File: config.mk
export PLATFORM = sky130hd
export DESIGN_NAME = aes_io_sequencer
export DESIGN_NICKNAME = d
export VERILOG_FILES = /design/src/rtl/aes_pkg.sv /design/src/rtl/aes_nib_shifter.sv /design/src/rtl/aes_io_sequencer.sv
export SDC_FILE = /design/constraint.sdc
export NUM_CORES = 1
export LEC_CHECK = 0
export ABC_AREA = 1
export CORE_ASPECT_RATIO = 0.7
export CORE_MARGIN = 5
export CORE_UTILIZATION = 47
export DETAILED_ROUTE_END_ITERATION = 6
export MAX_ROUTING_LAYER = met4
export PLACE_DENSITY_LB_ADDON = 0.05
export SLEW_MARGIN = 20
export SYNTH_ARGS = -nofsm -noshare
export SYNTH_HDL_FRONTEND = slang
export SYNTH_SLANG_ARGS = --single-unit
File: constraint.sdc
create_clock -name clk -period 1.77 [get_ports clk]
set_input_delay 0.354 -clock clk [delete_from_list [all_inputs] [get_ports clk]]
set_output_delay 0.354 -clock clk [all_outputs]
set_load 0.01 [all_outputs]
File: src/rtl/aes_pkg.sv
// Shared constants and FSM encoding for the AES pad I/O sequencer.
// Default widths match the 128-bit AES datapath; the top may override them.
package aes_pkg;
    localparam int AES_DATA_W = 128;
    localparam int AES_NIB_W  = 4;
    localparam int AES_OUT_W  = 8;
    localparam int NIBBLES    = AES_DATA_W / AES_NIB_W;
    localparam int BYTES      = AES_DATA_W / AES_OUT_W;

    localparam logic [2:0] ST_IDLE   = 3'd0;
    localparam logic [2:0] ST_LOAD   = 3'd1;
    localparam logic [2:0] ST_START  = 3'd2;
    localparam logic [2:0] ST_WAIT   = 3'd3;
    localparam logic [2:0] ST_UNLOAD = 3'd4;
endpackage

File: src/rtl/aes_nib_shifter.sv
// Shift-in register: each shift moves the word left by one nibble, new nibble at the LSB.
// One-cycle capture; holds its value whenever shift is low.
module aes_nib_shifter #(
    parameter int DATA_W = 128,
    parameter int NIB_W  = 4
) (
    input  logic              clk,
    input  logic              rst_n,
    input  logic              shift,
    input  logic [NIB_W-1:0]  nib,
    output logic [DATA_W-1:0] word
);
    always_ff @(posedge clk or negedge rst_n) begin
        if (!rst_n) begin
            word <= '0;
        end else if (shift) begin
            word <= {word[DATA_W-NIB_W-1:0], nib};
        end
    end
endmodule

File: src/rtl/aes_io_sequencer.sv
// Pad-side sequencer: nibble load of block/key, core start/wait with timeout, byte unload.
// Start 32 cycles after the first nibble; en low stalls the load; no backpressure on unload.
module aes_io_sequencer
    import aes_pkg::*;
#(
    parameter int DATA_W   = AES_DATA_W,
    parameter int NIB_W    = AES_NIB_W,
    parameter int OUT_W    = AES_OUT_W,
    parameter int WAIT_MAX = 1023
) (
    input  logic              clk,
    input  logic              rst_n,
    input  logic              en,
    input  logic              test,
    input  logic [NIB_W-1:0]  block,
    input  logic [NIB_W-1:0]  key,
    output logic [OUT_W-1:0]  result,
    output logic              done,
    output logic              err,
    output logic              core_start,
    output logic [DATA_W-1:0] core_block,
    output logic [DATA_W-1:0] core_key,
    input  logic              core_done,
    input  logic [DATA_W-1:0] core_result
);
    localparam int NIB_TOTAL  = DATA_W / NIB_W;
    localparam int BYTE_TOTAL = DATA_W / OUT_W;
    localparam int NIB_CW     = $clog2(NIB_TOTAL) + 1;
    localparam int WAIT_CW    = $clog2(WAIT_MAX) + 1;
    localparam int BYTE_CW    = $clog2(BYTE_TOTAL) + 1;

    localparam logic [NIB_CW-1:0]  NIB_ONE   = NIB_CW'(1);
    localparam logic [NIB_CW-1:0]  NIB_LAST  = NIB_CW'(NIB_TOTAL - 1);
    localparam logic [WAIT_CW-1:0] WAIT_ONE  = WAIT_CW'(1);
    localparam logic [WAIT_CW-1:0] WAIT_LAST = WAIT_CW'(WAIT_MAX - 1);
    localparam logic [BYTE_CW-1:0] BYTE_ONE  = BYTE_CW'(1);
    localparam logic [BYTE_CW-1:0] BYTE_LAST = BYTE_CW'(BYTE_TOTAL - 1);

    logic [2:0]         state;
    logic               test_q;
    logic [NIB_CW-1:0]  nib_cnt;
    logic [WAIT_CW-1:0] wait_cnt;
    logic [BYTE_CW-1:0] byte_cnt;
    logic [DATA_W-1:0]  res_sr;
    logic               take;
    logic               load_now;
    logic               timeout_now;
    logic [DATA_W-1:0]  load_word;

    assign take = en && ((state == ST_IDLE) || (state == ST_LOAD));

    aes_nib_shifter #(.DATA_W(DATA_W), .NIB_W(NIB_W)) u_block_sr (
        .clk   (clk),
        .rst_n (rst_n),
        .shift (take),
        .nib   (block),
        .word  (core_block)
    );

    aes_nib_shifter #(.DATA_W(DATA_W), .NIB_W(NIB_W)) u_key_sr (
        .clk   (clk),
        .rst_n (rst_n),
        .shift (take),
        .nib   (key),
        .word  (core_key)
    );

    // Every entry into UNLOAD goes through one load path; core_done beats the timeout.
    always_comb begin
        load_now    = 1'b0;
        timeout_now = 1'b0;
        load_word   = '0;
        if ((state == ST_START) && test_q) begin
            load_now  = 1'b1;
            load_word = core_block ^ core_key;
        end else if (state == ST_WAIT) begin
            if (core_done) begin
                load_now  = 1'b1;
                load_word = core_result;
            end else if (wait_cnt == WAIT_LAST) begin
                load_now    = 1'b1;
                timeout_now = 1'b1;
            end
        end
    end

    always_ff @(posedge clk or negedge rst_n) begin
        if (!rst_n) begin
            state      <= ST_IDLE;
            test_q     <= 1'b0;
            nib_cnt    <= '0;
            wait_cnt   <= '0;
            byte_cnt   <= '0;
            res_sr     <= '0;
            result     <= '0;
            done       <= 1'b0;
            err        <= 1'b0;
            core_start <= 1'b0;
        end else begin
            core_start <= 1'b0;
            if (load_now) begin
                result   <= load_word[DATA_W-1 -: OUT_W];
                res_sr   <= load_word << OUT_W;
                done     <= 1'b1;
                byte_cnt <= '0;
                state    <= ST_UNLOAD;
                if (timeout_now) begin
                    err <= 1'b1;
                end
            end else begin
                case (state)
                    ST_IDLE: begin
                        if (en) begin
                            nib_cnt <= NIB_ONE;
                            err     <= 1'b0;
                            state   <= ST_LOAD;
                        end
                    end
                    ST_LOAD: begin
                        if (en) begin
                            nib_cnt <= nib_cnt + NIB_ONE;
                            if (nib_cnt == NIB_LAST) begin
                                test_q     <= test;
                                core_start <= !test;
                                state      <= ST_START;
                            end
                        end
                    end
                    ST_START: begin
                        wait_cnt <= '0;
                        state    <= ST_WAIT;
                    end
                    ST_WAIT: begin
                        wait_cnt <= wait_cnt + WAIT_ONE;
                    end
                    ST_UNLOAD: begin
                        if (byte_cnt == BYTE_LAST) begin
                            result <= '0;
                            done   <= 1'b0;
                            state  <= ST_IDLE;
                        end else begin
                            result   <= res_sr[DATA_W-1 -: OUT_W];
                            res_sr   <= res_sr << OUT_W;
                            byte_cnt <= byte_cnt + BYTE_ONE;
                        end
                    end
                    default: state <= ST_IDLE;
                endcase
            end
        end
    end
endmodule

==> out/metrics.csv, run 1 <==
metric,value,unit
Syn Area/Cell,7.657,um^2
Pleak,15.65,nW
Yosys reg bits,413,
"Reg clk slew, reported paths",70,ps
Setup crit end kind,flop,
largest net degree at the start of global routing,61,
Finished Core Util,68.12,%
max cap viols,0,
number of flops mapped to enable cells by yosys,0,
core area,42250,um^2
"Max FO, Critical Path",7,
wire per inst,18.72,um
"Area growth, synth to finish",43.32,%
post-route ant nets,0,
number of global-route vias before repair,19440,
Hold/Removal Path Class,in -> async,
vias,19600,
final setup vio count,118,
Syn Inst Count,2623,
Power Density,1555,nW/um^2
Initial DRC Count,1678,
sequential area share after synthesis,51.46,%
worst hold slack,280.1,ps
maximum VDD drop,858.7,uV
Tot Pwr,44.77,mW
initial antenna violation count,2,
Max Slew Vio Count,0,
async set-reset flop share out of synthesis,100.0,%
CTS tree,done,
Post-Place Setup Slack,-318.6,ps
port bufs,407,
Rel. slew slack,73.18,%
Final Hold Viols,0,
Die X,257.1,um
Comb power frac,45.1,%
Main synth FF type,dfrtp_1,
Tmin final,1914,ps
Pint,27.04,mW
synth unique cells,29,
clock network fraction of total power,20.5,%
reg2reg start,byte_cnt[1],
"Remaining Overflow, GRT",0,
Vias per Instance,5.161,
Clock Skew,12.31,ps
Num CTS Buffers,43,
Mapped Nets,2769,
Final period util,108.1,%
Max H-tree Level,2,
row count,63,
Switch Pwr,17.73,mW
outcome,"complete, but fails checks",
CP startpoint,byte_cnt[1],
R2R depth,14,
Die Area,47030,um^2
root buffer cell,clkbuf_16,
Die H,182.9,um
first-pass GRT wire length,108.8,mm
setup TNS,-8585,ps
CTS sink count,413,
sequential power share,34.3,%
share of cells above drive strength 1,15.14,%
CP endpoint,res_sr[103],
I/O Pins,408,
Worst EP arrival,2350,ps
DRC violations left,0,
Initial DRT Pass Iterations,5,
Final WS setup,-144.1,ps
kind of critical path,reg -> reg,
R2R Path End,res_sr[103],
Fmax,522.4,MHz
total global-route track usage,29.60,%
RSZ-0062 raised after global routing,yes,
FF-to-FF setup slack,-140,ps
DPL Wire Length,46.42,mm
YS warnings,0,
failing checks,setup timing,
Initial Util,47.53,%
Total Routed Length,71.07,mm
critical path launch point type,flop,
NumNets Final,3358,
"Clk Latency, worst-skew pair",550,ps
Worst-Margin Slew,402.3,ps
post-synthesis cell area,20080,um^2
CP Data Required Time,2200,ps
Max clock buf depth,3,
Placer Congestion,0.9027,
switching share of total power,39.61,%
[cell usage in the layout, fill, tap and decap left out, types with 3 or more instances in the layout]
master           Yosys  routed
o21ai_0             27      23
buf_12               0      38
nand2_1           1622    1532
nand2_4              0       9
nand2_2              1      81
buf_4               17     196
clkbuf_16            0      49
clkinv_2             0       7
nand3_4              0       3
buf_16               0      18
nor2_2               3       3
dlygate4sd2_1        0     267
a32oi_1              7       7
ha_2                 0       3
clkbuf_8             0       9
nor2_4               1       5
xnor2_1            106     106
buf_8                0       5
xor2_1              30      30
clkbuf_1            69      10
dfrtp_1            413     382
a21oi_1             17      17
buf_6                0      14
o21a_1             104     104
clkdlybuf4s50_1      0     139
nand4_1              4       4
dfrtp_2              0      31
inv_2                3       5
inv_1               38      34
nand3_1             38      35
nor2_1              51      47
nor3_1               5       3
a22oi_1              3       3
[repair_timing]
action,in CTS,in global routing
pin swaps,54,30
gates cloned,17,5
gates resized for setup,404,68
endpoints found under the setup margin,397,147
hold buffers,1,0
buffers inserted,116,15
endpoints found under the hold margin,26,0
[worst min path at each step]
| stage | slack, ps | end | depth (start not counted) | start |
|---|---|---|---|---|
| after floorplan | 60 | byte_cnt[0] | 0 | rst_n |
| after global placement | 270 | u_key_sr.word[34] | 1 | rst_n |
| after detailed placement | 260 | u_key_sr.word[34] | 1 | rst_n |
| after CTS | 280 | u_key_sr.word[34] | 2 | rst_n |
| after global routing | 300 | u_key_sr.word[34] | 2 | rst_n |
| final | 280 | u_key_sr.word[34] | 2 | rst_n |
[power by group through the flow]
stage / Clock (mW) / Sequential, mW / Combinational [mW]
final: 9.19 / 15.4 / 20.2
after global routing: 9.73 / 15.7 / 22.1
after floorplan: 0 / 15.5 / 8.86
after detailed placement: 0 / 15.5 / 17.2
after CTS: 9.31 / 15.2 / 19.8
after global placement: 0 / 15.5 / 17.0
[sequential cells by signal (all words and copies together), names as in the netlist, 3 cells and up]
| signal | cells |
|---|---|
| u_block_sr.word | 128 |
| u_key_sr.word | 128 |
| res_sr | 120 |
| wait_cnt | 11 |
| result | 8 |
| nib_cnt | 6 |
| byte_cnt | 5 |
| state | 3 |
[synth_stat cells, types with 2 or more instances]
master / number / area [um^2]
o21bai_1: 2 / 15.01
a32oi_1: 7 / 61.31
buf_1: 8 / 30.03
dfrtp_1: 413 / 10330
a22oi_1: 3 / 22.52
ha_1: 5 / 62.56
nand4_1: 4 / 25.02
o21ai_0: 27 / 135.1
buf_4: 17 / 127.6
inv_2: 3 / 11.26
xnor2_1: 106 / 928.4
nor2_1: 51 / 191.4
nand3_1: 38 / 190.2
nor2_2: 3 / 18.77
clkbuf_1: 69 / 259.0
o21a_1: 104 / 780.8
buf_2: 44 / 220.2
nand2_1: 1622 / 6088
xor2_1: 30 / 262.8
inv_1: 38 / 142.6
a21oi_1: 17 / 85.08
nor3_1: 5 / 25.02
[through the flow]
| step | cells | area (um^2) |
|---|---|---|
| floorplan | 2623 | 20110 |
| global placement | 3576 | 25700 |
| detailed placement | 3576 | 25700 |
| CTS | 3785 | 28520 |
| global route | 3797 | 28780 |
| finish | 3797 | 28780 |
[cells by family after synthesis]
kind of cell	after synthesis	synth area share [%]
buffers and inverters	180	3.956
AND/OR/NAND/NOR	1728	32.83
AO/OA/AOI/OAI	161	5.514
adder cells (fa/ha/maj)	5	0.3115
XOR/XNOR	136	5.931
flip-flops	413	51.46
[layout make-up]
cell class              instances  area [um^2]
clock buffers                  64         1287
fillers                      3601        13470
clock inverters                12        118.9
well taps                     552        690.7
multi-input cells            2030         9336
inverters                      42        170.2
diodes                          2        5.005
repair buffers                682         6800
flip-flops and latches        413        10370
[routing by layer]
metal | wire length, um | GRT usage [%] | vias to the layer above | part of all wire, %
li1 | - | - | 9238 | -
met5 | 0 | - | - | 0
met2 | 30870 | 42.94 | 804 | 43
met4 | 1381 | 5.794 | 0 | 1.9
met1 | 32860 | 43.52 | 9444 | 46
met3 | 5968 | 6.221 | 112 | 8.4
[worst max-delay path: stages (launching register included)]
cell	delay [ps]
dfrtp_1	390
ha_2	190
inv_2	90
nor3_4	40
ha_2	180
inv_2	70
nand2_4	70
inv_6	80
nor2_4	40
buf_12	130
buf_12	130
buf_12	130
buf_16	150
nand2_2	50
nand2_1	60
Note: power is estimated with default switching activity, not from simulation.
==> run 2, diff against run 1 <==
CORE_MARGIN = default   (was 5)
TNS_END_PERCENT = 1   (was default)
==> run 2 against run 1 <==
  * Global-route usage grew 1.3 points
  * Critical endpoint is now res_sr[105]
  * Routed wire length shrank 7.9%
  * Highest routed layer unchanged
  * Largest cell class unchanged
  * Die area shrank 7.3%
  * The run still ends with setup timing left
  * Largest power group unchanged
==> out/metrics.csv, run 2 (synthesized netlist as in run 1, its figures left out) <==
metric,value,unit,change
outcome,"complete, but fails checks",,
failing checks,setup timing,,
initial antenna violation count,8,,+6
Rel. slew slack,71.96,%,-1.2 points
share of cells above drive strength 1,8.256,%,-6.9 points
post-route insts no fill,3666,,-3.5%
root buffer cell,clkbuf_16,,
max cap viols,0,,unchanged
Initial DRT Pass Iterations,5,,unchanged
kind of critical path,reg -> reg,,
critical path launch point type,flop,,
"Critical Path, Cell by Cell","ha_2, inv_2, nor3_2, ha_2, inv_2, nand2_4, inv_6, nor2_4, buf_12, buf_12, nand2_1, nand2_1",,
Comb power frac,40.7,%,-4.4 points
"Max FO, Critical Path",24,,+17
Switch Pwr,16.46,mW,-7.2%
FF-to-FF setup slack,-60,ps,+90 ps
Total Routed Length,65.45,mm,-7.9%
Die X,249.1,um,-3.1%
final setup vio count,101,,-14%
Die Area,43570,um^2,-7.3%
NumNets Final,3230,,-3.8%
"commonest non-fill, non-tap cell in the layout",nand2_1,,
Pint,24.96,mW,-7.7%
"Remaining Overflow, GRT",0,,unchanged
"commonest non-fill, non-tap cells in the layout","nand2_1, dfrtp_1, dlygate4sd2_1",,
number of global-route vias before repair,18300,,-5.9%
DPL Wire Length,46.30,mm,-0.26%
I/O Pins,408,,unchanged
Finished Core Util,65.24,%,-2.9 points
post-route ant nets,0,,unchanged
Final WS setup,-58.62,ps,+85.52 ps
Worst EP arrival,2320,ps,-30 ps
row count,62,,-1.6%
sequential power share,37.3,%,+3.0 points
Final period util,103.3,%,-4.8 points
Worst path max stage delay,360,ps,-30 ps
Placer Congestion,0.8943,,-0.93%
core area,41580,um^2,-1.6%
RSZ-0062 raised after global routing,yes,,
biggest regs,"u_block_sr.word x128, u_key_sr.word x128, res_sr x120",,
"Area growth, synth to finish",35.06,%,
"Slowest-stage cell, CP",dfrtp_1,,
fillcell total,3682,,+2.2%
Initial Util,48.30,%,+0.77 points
Initial DRC Count,1575,,-6.1%
largest net degree at the start of global routing,71,,+16%
Num CTS Buffers,42,,-2.3%
port bufs,407,,unchanged
"Reg clk slew, reported paths",60,ps,about the same
Power Density,1527,nW/um^2,-1.8%
vias,18830,,-3.9%
Pleak,14.79,nW,-5.5%
first-pass GRT wire length,103.0,mm,-5.4%
R2R Path End,res_sr[105],,
reg2reg start,byte_cnt[0],,
placed insts,3578,,+0.056%
switching share of total power,39.74,%,+0.13 points
clock network fraction of total power,22.0,%,+1.5 points
total global-route track usage,30.89,%,+1.3 points
CP Data Required Time,2260,ps,+60 ps
Hold/Removal Path Class,in -> async,,
R2R depth,12,,-2
wire per inst,17.85,um,-4.6%
Max Slew Vio Count,0,,unchanged
Clock Skew,17.63,ps,+5.315 ps
Fmax,546.9,MHz,+4.7%
Vias per Instance,5.135,,-0.51%
Max H-tree Level,2,,unchanged
CTS tree,done,,
Max clock buf depth,3,,unchanged
Final Hold Viols,0,,unchanged
DRC violations left,0,,unchanged
Setup crit end kind,flop,,
Die H,174.9,um,-4.4%
maximum VDD drop,1093,uV,+27%
Worst-Margin Slew,420.7,ps,+18.37 ps
CTS sink count,413,,unchanged
"Clk Latency, worst-skew pair",550,ps,about the same
Tmin final,1829,ps,-85.52 ps
[run 2: changes by cell type in the layout (fill, tap and decap cells not counted), moves of 7 or more]
| cell | before | now |
|---|---|---|
| diode_2 | 2 | 9 |
| nand2_4 | 9 | 2 |
| nand2_2 | 81 | 6 |
| buf_16 | 18 | 2 |
| dfrtp_1 | 382 | 394 |
| buf_4 | 196 | 98 |
| nand2_1 | 1532 | 1615 |
| dfrtp_2 | 31 | 19 |
| buf_6 | 14 | 4 |
[run 2: critical path, delay by kind of cell, from the launching register on]
kind,cells,cell delay [ps]
DFF,1,360
buffers and inverters,5,490
and+or+nand+nor,5,500
adders and majority gates,2,420
[run 2: through the flow]
stage / worst slack (ps) / hold slack, ps / setup TNS [ps] / total power [mW] / area (um^2)
detailed placement: -336.4 / 265.5 / -44820 / 32.78 / 25860
global route: -140.4 / 315.1 / -13190 / 44.11 / 27120
global placement: -325.2 / 271.3 / -40690 / 32.55 / 25860
floorplan: 11.25 / 58.41 / 0 / 24.33 / 20110
CTS: -137.7 / 293.6 / -8317 / 41.04 / 26950
finish: -58.62 / 307.5 / -3079 / 41.42 / 27120
[run 2: area by class of cell]
type	count	area, um^2	share of cell area (%)
well taps	544	680.7	2.509
multi-input cells	2030	9050	33.36
flip-flops and latches	413	10360	38.19
diodes	9	22.52	0.08303
inverters	42	170.2	0.6273
clock buffers	64	1225	4.516
clock inverters	9	152.6	0.5628
repair buffers	555	5465	20.15
[run 2: power by group through the flow]
stage / logic [mW] / clock network [mW] / registers, mW
2_1_floorplan: 8.86 / 0 / 15.5
3_3_place_gp: 17.1 / 0 / 15.5
3_5_place_dp: 17.3 / 0 / 15.5
4_1_cts: 16.4 / 9.24 / 15.4
5_1_grt: 18.6 / 9.64 / 15.8
6_report: 16.9 / 9.11 / 15.5
[run 2: layer usage]
layer	vias up	global-route usage [%]	part of all wire (%)
li1	8980	-	-
met1	9092	46.26	47
met2	684	42.93	43
met3	69	6.629	8.4
met4	0	5.993	1.4
met5	-	-	0
[run 2: worst max path at each step]
stage,cells past startpoint,from,endpoint,slack [ps]
after detailed placement,9,core_done,res_sr[39],-340
after global placement,9,core_done,res_sr[39],-330
final,12,byte_cnt[0],res_sr[105],-60
after floorplan,13,byte_cnt[0],res_sr[100],10
after global routing,12,byte_cnt[0],res_sr[20],-140
after CTS,1,u_key_sr.word[23],core_key[23],-140
[run 2: timing repair]
item	4_1_cts	5_1_grt
endpoints found under the setup margin	392	143
pin swaps	3	5
gates resized for setup	289	21
endpoints found under the hold margin	17	0
setup buffers	0	3
hold buffers	1	0
cloned	0	2
